### src/rtl/drive_cmd_arbiter.sv
// Motion command arbiter: decodes IR/UART keys, ramps the shared motor duty and stops on obstacles.
// Build option DRIVE_TIMEOUT_EN adds a command-silence brake while driving.
module drive_cmd_arbiter #(
  parameter int DUTY_MAX         = 20,
  parameter int RAMP_STEP_CYCLES = 500_000,
  parameter int TIMEOUT_CYCLES   = 50_000_000,
  parameter int PROX_STOP        = 12
) (
  input  logic       clk,
  input  logic       iRST_n,
  input  logic       ir_valid,
  input  logic [7:0] ir_code,
  input  logic       uart_valid,
  input  logic [7:0] uart_byte,
  input  logic [3:0] prox_level,
  output logic [2:0] motor_stat,
  output logic [6:0] duty,
  output logic       blocked,
  output logic [7:0] stat_byte,
  output logic       stat_valid
);

  localparam logic [2:0] CMD_NONE  = 3'd0;
  localparam logic [2:0] CMD_FWD   = 3'd1;
  localparam logic [2:0] CMD_LEFT  = 3'd2;
  localparam logic [2:0] CMD_BRAKE = 3'd3;
  localparam logic [2:0] CMD_RIGHT = 3'd4;
  localparam logic [2:0] CMD_BACK  = 3'd5;

  localparam int                STEP_W    = (RAMP_STEP_CYCLES > 1) ? $clog2(RAMP_STEP_CYCLES) : 1;
  localparam logic [STEP_W-1:0] STEP_LAST = STEP_W'(RAMP_STEP_CYCLES - 1);
  localparam logic [6:0]        DUTY_TOP  = 7'(DUTY_MAX);
  localparam logic [4:0]        PROX_HI   = 5'(PROX_STOP);

  typedef enum logic [2:0] {
    ST_IDLE      = 3'd0,
    ST_RAMP_UP   = 3'd1,
    ST_RUN       = 3'd2,
    ST_RAMP_DOWN = 3'd3,
    ST_BLOCKED   = 3'd4
  } state_t;

  state_t            r_state;
  logic [2:0]        r_motor_stat;
  logic [6:0]        r_duty;
  logic              r_blocked;
  logic              r_pend_vld;
  logic [2:0]        r_pend;
  logic [STEP_W-1:0] r_step;
  logic [3:0]        r_stat_prev;
  logic              r_stat_valid;

  logic [2:0] w_cmd;
  logic       w_cmd_vld;
  logic       w_brake;
  logic       w_obstacle;
  logic       w_clear;
  logic       w_step_done;
  logic       w_timeout;
  logic       w_pend_vld_n;
  logic [2:0] w_pend_n;

  function automatic logic [2:0] dec_ir(input logic [7:0] code);
    case (code)
      8'h02:   dec_ir = CMD_FWD;
      8'h04:   dec_ir = CMD_LEFT;
      8'h05:   dec_ir = CMD_BRAKE;
      8'h06:   dec_ir = CMD_RIGHT;
      8'h08:   dec_ir = CMD_BACK;
      default: dec_ir = CMD_NONE;
    endcase
  endfunction

  function automatic logic [2:0] dec_uart(input logic [7:0] code);
    case (code)
      8'h77:   dec_uart = CMD_FWD;
      8'h61:   dec_uart = CMD_LEFT;
      8'h20:   dec_uart = CMD_BRAKE;
      8'h64:   dec_uart = CMD_RIGHT;
      8'h73:   dec_uart = CMD_BACK;
      default: dec_uart = CMD_NONE;
    endcase
  endfunction

  // Source select (a UART strobe always masks IR) and per-cycle condition flags
  always_comb begin
    w_cmd = CMD_NONE;
    if (uart_valid) begin
      w_cmd = dec_uart(uart_byte);
    end else if (ir_valid) begin
      w_cmd = dec_ir(ir_code);
    end else begin
      w_cmd = CMD_NONE;
    end
    w_cmd_vld   = (w_cmd != CMD_NONE);
    w_brake     = (w_cmd == CMD_BRAKE);
    w_obstacle  = (r_state != ST_BLOCKED) && (r_motor_stat == CMD_FWD) &&
                  ({1'b0, prox_level} >= PROX_HI);
    w_clear     = (({1'b0, prox_level} + 5'd2) <= PROX_HI);
    w_step_done = (r_step == STEP_LAST);
  end

  // Pending command as seen after this cycle's command during a ramp-down
  always_comb begin
    w_pend_vld_n = r_pend_vld;
    w_pend_n     = r_pend;
    if (w_brake) begin
      w_pend_vld_n = 1'b0;
    end else if (w_cmd_vld) begin
      w_pend_vld_n = 1'b1;
      w_pend_n     = w_cmd;
    end else begin
      w_pend_n     = r_pend;
    end
  end

`ifdef DRIVE_TIMEOUT_EN
  localparam int SIL_W = $clog2(TIMEOUT_CYCLES + 1);
  logic [SIL_W-1:0] r_silence;
  logic             w_active;

  assign w_active  = (r_state == ST_RAMP_UP) || (r_state == ST_RUN);
  assign w_timeout = w_active && !w_cmd_vld && (r_silence == SIL_W'(TIMEOUT_CYCLES - 1));

  // Silence counter: only runs while driving, any recognised command restarts it
  always_ff @(posedge clk or negedge iRST_n) begin
    if (!iRST_n) begin
      r_silence <= {SIL_W{1'b0}};
    end else if (!w_active || w_cmd_vld || w_timeout) begin
      r_silence <= {SIL_W{1'b0}};
    end else begin
      r_silence <= r_silence + SIL_W'(1);
    end
  end
`else
  assign w_timeout = 1'b0;
`endif

  // Main FSM; the obstacle stop outranks any command in the same cycle
  always_ff @(posedge clk or negedge iRST_n) begin
    if (!iRST_n) begin
      r_state      <= ST_IDLE;
      r_motor_stat <= CMD_NONE;
      r_duty       <= 7'd0;
      r_blocked    <= 1'b0;
      r_pend_vld   <= 1'b0;
      r_pend       <= CMD_NONE;
      r_step       <= {STEP_W{1'b0}};
      r_stat_prev  <= 4'd0;
      r_stat_valid <= 1'b0;
    end else begin
      r_stat_prev  <= {r_motor_stat, r_blocked};
      r_stat_valid <= ({r_motor_stat, r_blocked} != r_stat_prev);
      if (w_obstacle) begin
        r_state      <= ST_BLOCKED;
        r_duty       <= 7'd0;
        r_motor_stat <= CMD_BRAKE;
        r_blocked    <= 1'b1;
        r_pend_vld   <= 1'b0;
        r_step       <= {STEP_W{1'b0}};
      end else begin
        case (r_state)
          ST_IDLE: begin
            if (w_brake) begin
              r_motor_stat <= CMD_BRAKE;
            end else if (w_cmd_vld) begin
              r_motor_stat <= w_cmd;
              r_state      <= ST_RAMP_UP;
              r_step       <= {STEP_W{1'b0}};
            end
          end
          ST_RAMP_UP, ST_RUN: begin
            if (w_brake || w_timeout) begin
              r_motor_stat <= CMD_BRAKE;
              r_pend_vld   <= 1'b0;
              r_step       <= {STEP_W{1'b0}};
              r_state      <= (r_duty == 7'd0) ? ST_IDLE : ST_RAMP_DOWN;
            end else if (w_cmd_vld && (w_cmd != r_motor_stat)) begin
              r_pend       <= w_cmd;
              r_pend_vld   <= 1'b1;
              r_state      <= ST_RAMP_DOWN;
              r_step       <= {STEP_W{1'b0}};
            end else if (r_state == ST_RAMP_UP) begin
              if (r_duty >= DUTY_TOP) begin
                r_state <= ST_RUN;
                r_step  <= {STEP_W{1'b0}};
              end else if (w_step_done) begin
                r_step <= {STEP_W{1'b0}};
                r_duty <= r_duty + 7'd1;
                if ((r_duty + 7'd1) >= DUTY_TOP) begin
                  r_state <= ST_RUN;
                end
              end else begin
                r_step <= r_step + STEP_W'(1);
              end
            end
          end
          ST_RAMP_DOWN: begin
            if (w_brake) begin
              r_motor_stat <= CMD_BRAKE;
            end
            r_pend_vld <= w_pend_vld_n;
            r_pend     <= w_pend_n;
            // Reaching zero hands over to the pending command, if any survived this cycle
            if ((r_duty == 7'd0) || (w_step_done && (r_duty == 7'd1))) begin
              r_duty <= 7'd0;
              r_step <= {STEP_W{1'b0}};
              if (w_pend_vld_n) begin
                r_motor_stat <= w_pend_n;
                r_pend_vld   <= 1'b0;
                r_state      <= ST_RAMP_UP;
              end else begin
                r_motor_stat <= CMD_NONE;
                r_state      <= ST_IDLE;
              end
            end else if (w_step_done) begin
              r_step <= {STEP_W{1'b0}};
              r_duty <= r_duty - 7'd1;
            end else begin
              r_step <= r_step + STEP_W'(1);
            end
          end
          ST_BLOCKED: begin
            if (w_brake) begin
              r_motor_stat <= CMD_BRAKE;
              r_blocked    <= 1'b0;
              r_state      <= ST_IDLE;
            end else if ((w_cmd == CMD_LEFT) || (w_cmd == CMD_RIGHT) || (w_cmd == CMD_BACK)) begin
              r_motor_stat <= w_cmd;
              r_blocked    <= 1'b0;
              r_state      <= ST_RAMP_UP;
              r_step       <= {STEP_W{1'b0}};
            end else if (w_clear) begin
              r_motor_stat <= CMD_NONE;
              r_blocked    <= 1'b0;
              r_state      <= ST_IDLE;
            end
          end
          default: begin
            r_state      <= ST_IDLE;
            r_motor_stat <= CMD_NONE;
            r_duty       <= 7'd0;
            r_blocked    <= 1'b0;
            r_pend_vld   <= 1'b0;
            r_step       <= {STEP_W{1'b0}};
          end
        endcase
      end
    end
  end

  assign motor_stat = r_motor_stat;
  assign duty       = r_duty;
  assign blocked    = r_blocked;
  assign stat_valid = r_stat_valid;
  // Combinational so the live proximity level is visible even while held in reset
  assign stat_byte  = {prox_level, r_motor_stat, 1'b1};

endmodule
### config.mk
export PLATFORM = sky130hd
export DESIGN_NAME = drive_cmd_arbiter
export DESIGN_NICKNAME = d
export VERILOG_FILES = /design/src/rtl/drive_cmd_arbiter.sv
export SDC_FILE = /design/constraint.sdc
export NUM_CORES = 1
export LEC_CHECK = 0
export BUFFER_PORTS_ARGS = -buffer_cell sky130_fd_sc_hd__buf_4
export CAP_MARGIN = 20
export CORE_UTILIZATION = 55
export DETAILED_ROUTE_END_ITERATION = 12
export PLACE_DENSITY = 0.88
export SKIP_LAST_GASP = 1
export SLEW_MARGIN = 25
export SYNTH_ARGS = -nofsm -noshare
export SYNTH_HDL_FRONTEND = slang
export SYNTH_SLANG_ARGS = --single-unit
### constraint.sdc
create_clock -name clk -period 7.9 [get_ports clk]
set_clock_uncertainty 0.1 [all_clocks]
set_input_delay 1.975 -clock clk [delete_from_list [all_inputs] [get_ports clk]]
set_output_delay 1.975 -clock clk [all_outputs]
set_load 0.02 [all_outputs]
==> impl_metrics.py, run 1 <==
metrics = {
    "drt": {
        "routed.top_layer": "met4",
        "routed_via_density": 6.49,
        "dr.pass1.iters": 4,
        "routed_wl_mm": 8.26,
        "met2_length_mm": 4.05,
        "dr.first_iter.drc_count": 338,
        "routedWlPerCell_um": 16.6,
        "final_antenna_net_count": 0,
        "met3_wirelength_um": 477,
        "wl_met1_mm": 3.51,
        "drc": 0,
        "vias": 3228,
    },
    "global_route": {
        "grt_max_degree": 43,
        "grt_pass1_vias": 3060,
        "antenna_found_initial": 0,
        "grt_pass1_wl_mm": 13.8,
        "overflow": 0,
        "grt_usage": 0.274,
    },
    "timing": {
        "tns_ns": 0,
        "worst_slack_ns": 2.75,
        "fmax_ghz": 0.194,
        "worstMarginPinSlew_ns": 1.02,
        "slew_viol_final": 0,
        "layout_min_cycle_time_ns": 5.15,
        "setup_viol": 0,
        "fin_crit_sh": 0.652,
        "finalHoldViolCount": 0,
        "grt_setup_unrepaired": "false",
        "slew_headroom": 0.318,
        "whs_ns": 0.348,
    },
    "hold_path": {
        "hold_path.class": "register to register",
    },
    "cts": {
        "clkTransAtPathRegs_ns": 0.09,
        "cts.sinks": 42,
        "postCtsHoldBufs": 0,
        "clk_path_buf_depth": 2,
        "clk_latency_ns": 0.30,
        "cts_buffers": 5,
        "postCtsSetupBuffers": 0,
        "cts_tree": "done",
        "cts_resized": 0,
        "cts_root_buf": "clkbuf_8",
        "htreeDepth": 2,
    },
    "floorplan": {
        "io_pins": 44,
        "initial_core_util": 0.573,
        "rows": 28,
        "die_x_um": 80.5,
        "die-area_sq_mm": 0.00649,
        "core_area_sq_mm": 0.00592,
        "chipHeight_um": 80.5,
    },
    "cells_and_area": {
        "diodes": 0,
        "drive_gt1_frac": 0.190,
        "nets": 451,
        "syn2layout_area_growth_pct": 8.96,
        "fin_util": 0.624,
    },
    "setup_path": {
        "timing.critical_path.slowest_cell_delay_ns": 0.72,
        "crit_buf_inv": 1,
        "critPathRequiredTime_ns": 8.00,
        "slowest_stage": "o31ai_2",
        "critPathMaxFanout": 13,
        "cp-start-kind": "primary input",
        "cpMostUsedCell": "o22ai_1",
        "crit_family": "compound AO/OA/AOI/OAI gates",
        "crit_arrival_ns": 5.25,
        "worstPathCellList": "buf_4 -> nor4_4 -> o211ai_1 -> o22ai_1 -> o22ai_1 -> a211oi_2 -> nor2_1 -> o31ai_2 -> a2111oi_0 -> a21o_1",
        "crit_path_end_kind": "register",
        "critical_path_class": "primary input to register",
    },
    "synthesis": {
        "ys_warn_count": 0,
        "syn_area_per_cell_sq_um": 8.46,
        "synth-edff-count": 0,
        "synthCells": 401,
        "synth_most_common_cell": "dfrtp_1",
        "synth.top_cell.area_share": 0.310,
        "yosys.area.top_type": "dfrtp_1",
        "synthFlopType": "dfrtp_1",
        "synth_cell_types": 83,
        "yosys-top-cells-area": "dfrtp_1 31%, nand2_1 4.5%, nor2_1 4.3%",
        "ys_top_cells_by_count": "42 x dfrtp_1, 41 x nand2_1, 39 x nor2_1",
        "synthArstFlopShare": 1.00,
        "synth-seq-area-share": 0.310,
        "synth_area_sq_mm": 0.00339,
        "ys_seq_elements": 42,
        "syn_nets": 431,
    },
    "flow_run": {
        "max_cap_violations": 0,
    },
    "power_and_ir_drop": {
        "cellLeakagePower_nw": 1.56,
        "power.total_mw": 1.11,
        "ir_worst_vdd_mv": 0.173,
        "powerDensity_mw_per_mm2": 301,
    },
    "run_status": {
        "status": "complete, no violations",
    },
    "placement": {
        "pre_cts_ws_ns": 2.55,
        "port_buffers": 42,
        "gp_congestion": 0.880,
        "hpwl_mm": 5.74,
    },
}
-- layout by cell type, fill, tap and decap left out, types with 3 or more instances in the layout --
master	n
o22ai_1	8
a22o_1	11
clkbuf_8	5
o211ai_1	3
nand2_1	41
nor4_1	4
o31ai_1	8
or3_1	3
o221ai_1	4
a211oi_1	4
nor2_1	39
and3_1	9
nand2b_1	6
nand4_1	3
a21oi_1	18
nor2b_1	7
inv_1	10
nand3_1	15
and2_1	3
o21a_1	3
xnor2_1	6
nor3_1	17
a2bb2oi_1	3
buf_4	43
o21ai_0	29
ha_1	6
dfrtp_1	42
-- sequential cells by signal (all words and copies together), names as in the netlist --
register and cells:
blocked 1, duty 7, motor_stat 3, r_pend 3
r_pend_vld 1, r_stat_prev 4, r_state 3, r_step 19
stat_valid 1
-- layer usage --
| layer | up-vias | global-route usage |
|---|---|---|
| li1 | 1521 | - |
| met1 | 1552 | 0.347 |
| met2 | 129 | 0.446 |
| met3 | 26 | 0.0432 |
| met4 | 0 | 0.146 |
| met5 | - | 0 |
-- report_power, final --
group	internal (mW)	switching (mW)	leakage (nW)
Sequential	0.257	0.0757	0.570
Clock	0.0947	0.0756	0.0524
Combinational	0.232	0.380	0.936
-- cell families after synthesis --
| logic type | count (synthesis) | synth area share |
|---|---|---|
| buffers and inverters | 40 | 0.0756 |
| XOR/XNOR | 7 | 0.0181 |
| flip-flops | 42 | 0.310 |
| AND/OR/NAND/NOR | 178 | 0.289 |
| adder cells (fa/ha/maj) | 7 | 0.0251 |
| multiplexers | 4 | 0.0162 |
| AO/OA/AOI/OAI | 122 | 0.265 |
| other | 1 | 0.00111 |
-- worst reg2reg max path: cells and delay by family, from the launching register on --
kind / cells / cell delay [ns]
flops: 1 / 0.55
simple gates: 5 / 1.71
compound gates: 3 / 0.98
-- worst paths after layout --
path | cells past startpoint | slack [ns] | end | from
max | 10 | 2.75 | duty[0] | ir_code[5]
min | 0 | 0.35 | r_stat_prev[0] | blocked
max reg2reg | 8 | 4.45 | r_step[3] | duty[3]
min reg2reg | 0 | 0.35 | r_stat_prev[0] | blocked
max in group asynchronous | 1 | 5.78 | blocked | iRST_n
min in group asynchronous | 1 | 1.54 | r_pend[0] | iRST_n
-- metrics by stage --
| step | std cells | instance area, sq um |
|---|---|---|
| 2_1_floorplan | 401 | 3390 |
| 3_3_place_gp | 489 | 3590 |
| 3_5_place_dp | 489 | 3590 |
| 4_1_cts | 497 | 3700 |
| 5_1_grt | 497 | 3700 |
| 6_report | 497 | 3700 |
-- final cells by class --
cell class / count / area [sq um]
clock buffers: 7 / 76.3
flip-flops and latches: 42 / 1050
inverters: 10 / 37.5
fillers: 516 / 2220
well taps: 75 / 93.8
clock inverters: 1 / 30.0
repair buffers: 43 / 323
multi-input cells: 319 / 2090
Power figures use the tool's default switching activity.
==> run 2, diff against run 1 <==
- CORE_UTILIZATION: 55 -> 53
- PLACE_DENSITY: 0.88 -> 0.89
- clock period: 7.9 -> 4.3 ns (I/O delays scaled with it)
==> impl_metrics.py, run 2 (same netlist as run 1, synthesis figures left out) <==
metrics = {
    "power_and_ir_drop": {
        "ir_worst_vdd_mv": 0.304,
        "cellLeakagePower_nw": 1.59,
        "powerDensity_mw_per_mm2": 551,
    },
    "global_route": {
        "grt_pass1_wl_mm": 13.5,
        "busiest_layer": "met2",
        "met3_usage": 0.0367,
        "grt_pass1_vias": 2965,
        "use_met2": 0.471,
        "grt_max_degree": 43,
        "overflow": 0,
        "grt_usage": 0.260,
        "use_met1": 0.308,
        "antenna_found_initial": 0,
    },
    "cells_and_area": {
        "syn2layout_area_growth_pct": 10.7,
        "largest-register": "r_step",
        "fin_util": 0.620,
        "multiInputGateArea_sq_mm": 0.00209,
        "diodes": 0,
        "regArea_sq_mm": 0.00105,
        "layout_commonest_cell": "buf_4",
        "drive_gt1_frac": 0.207,
        "largest_register_ffs": 19,
        "final_cell_mix": "50 x buf_4, 42 x dfrtp_1, 41 x nand2_1, 39 x nor2_1, 29 x o21ai_0",
        "nets": 458,
        "n_fill_cell": 533,
    },
    "cts": {
        "clk_latency_ns": 0.30,
        "cts_resized": 0,
        "postCtsHoldBufs": 0,
        "htreeDepth": 2,
        "cts_tree": "done",
        "clk_path_buf_depth": 2,
        "cts_buffers": 5,
        "cts_root_buf": "clkbuf_8",
        "postCtsSetupBuffers": 0,
        "cts.sinks": 42,
        "clkTransAtPathRegs_ns": 0.08,
    },
    "drt": {
        "routed_via_density": 6.36,
        "drc": 0,
        "vias": 3207,
        "final_antenna_net_count": 0,
        "routedWlPerCell_um": 16.3,
        "dr.first_iter.drc_count": 388,
        "dr.pass1.iters": 6,
        "routed_wl_mm": 8.23,
    },
    "floorplan": {
        "io_pins": 44,
        "rows": 28,
        "chipHeight_um": 82.0,
        "die-area_sq_mm": 0.00673,
        "core_area_sq_mm": 0.00606,
        "initial_core_util": 0.560,
        "die_x_um": 82.0,
    },
    "run_status": {
        "status": "complete, no violations",
    },
    "setup_path": {
        "slowest_stage": "o32ai_2",
        "worstPathCellList": "buf_4 -> and4bb_1 -> and3_1 -> o32a_2 -> a211oi_1 -> a211oi_2 -> o32ai_2 -> nor2_2 -> a221o_1",
        "cp-start-kind": "primary input",
        "timing.critical_path.slowest_cell_delay_ns": 0.53,
        "crit_path_end_kind": "register",
        "crit_buf_inv": 1,
        "crit_family": "compound AO/OA/AOI/OAI gates",
        "critical_path_class": "primary input to register",
        "critPathMaxFanout": 12,
        "critPathRequiredTime_ns": 4.39,
        "crit_arrival_ns": 3.67,
    },
    "timing": {
        "layout_min_cycle_time_ns": 3.58,
        "worstMarginPinSlew_ns": 0.724,
        "fin_crit_sh": 0.832,
        "finalHoldViolCount": 0,
        "slew_viol_final": 0,
        "fmax_ghz": 0.279,
        "tns_ns": 0,
        "setup_viol": 0,
        "grt_setup_unrepaired": "false",
        "slew_headroom": 0.516,
    },
    "hold_path": {
        "hold_path.class": "register to register",
    },
    "placement": {
        "gp_congestion": 0.951,
        "port_buffers": 42,
        "hpwl_mm": 6.03,
    },
    "flow_run": {
        "max_cap_violations": 0,
    },
}
==> run 2: cell count changes in the layout (fill, tap and decap cells not counted), sizes merged <==
cell / before / now
buf: 43 / 50
clkbuf: 7 / 5
clkinvlp: 0 / 2
==> run 2: worst paths after layout <==
check	from	endpoint	slack, ns	cells past startpoint
worst max-delay path	uart_valid	r_step[3]	0.72	9
worst min-delay path	blocked	r_stat_prev[0]	0.36	0
worst max register to register	duty[3]	r_step[3]	0.92	8
worst min register to register	blocked	r_stat_prev[0]	0.36	0
max in group asynchronous	iRST_n	r_state[1]	3.08	1
min in group asynchronous	iRST_n	r_stat_prev[3]	0.64	1
==> run 2: metal layers <==
layer,part of all wire,wire [um]
met5,0,0
met4,0.023,187
met3,0.059,484
met2,0.51,4220
met1,0.41,3340
==> run 2: power by group <==
group / total [mW] / switching, mW / leakage (nW) / internal (mW)
Sequential: 0.615 / 0.143 / 0.570 / 0.472
Combinational: 1.14 / 0.688 / 0.972 / 0.449
Clock: 0.320 / 0.147 / 0.0504 / 0.173
Total: 2.07 / 0.978 / 1.59 / 1.09
==> run 2: cell type report <==
cell class / instances / area share
Multi-Input combinational cell: 319 / 0.555
Sequential cell: 42 / 0.280
Timing Repair Buffer: 50 / 0.0999
Tap cell: 75 / 0.0250
Clock buffer: 5 / 0.0183
Clock inverter: 3 / 0.0120
Inverter: 10 / 0.00999
==> run 2: stage by stage <==
step	hold WS, ns	cells	setup slack [ns]	power [mW]	cell area [sq um]
2_1_floorplan	0.354	401	1.02	1.52	3390
3_3_place_gp	0.351	496	0.513	1.70	3640
3_5_place_dp	0.355	496	0.423	1.74	3640
4_1_cts	0.375	504	0.730	2.07	3760
5_1_grt	0.398	504	0.610	2.23	3760
6_report	0.363	504	0.721	2.07	3760
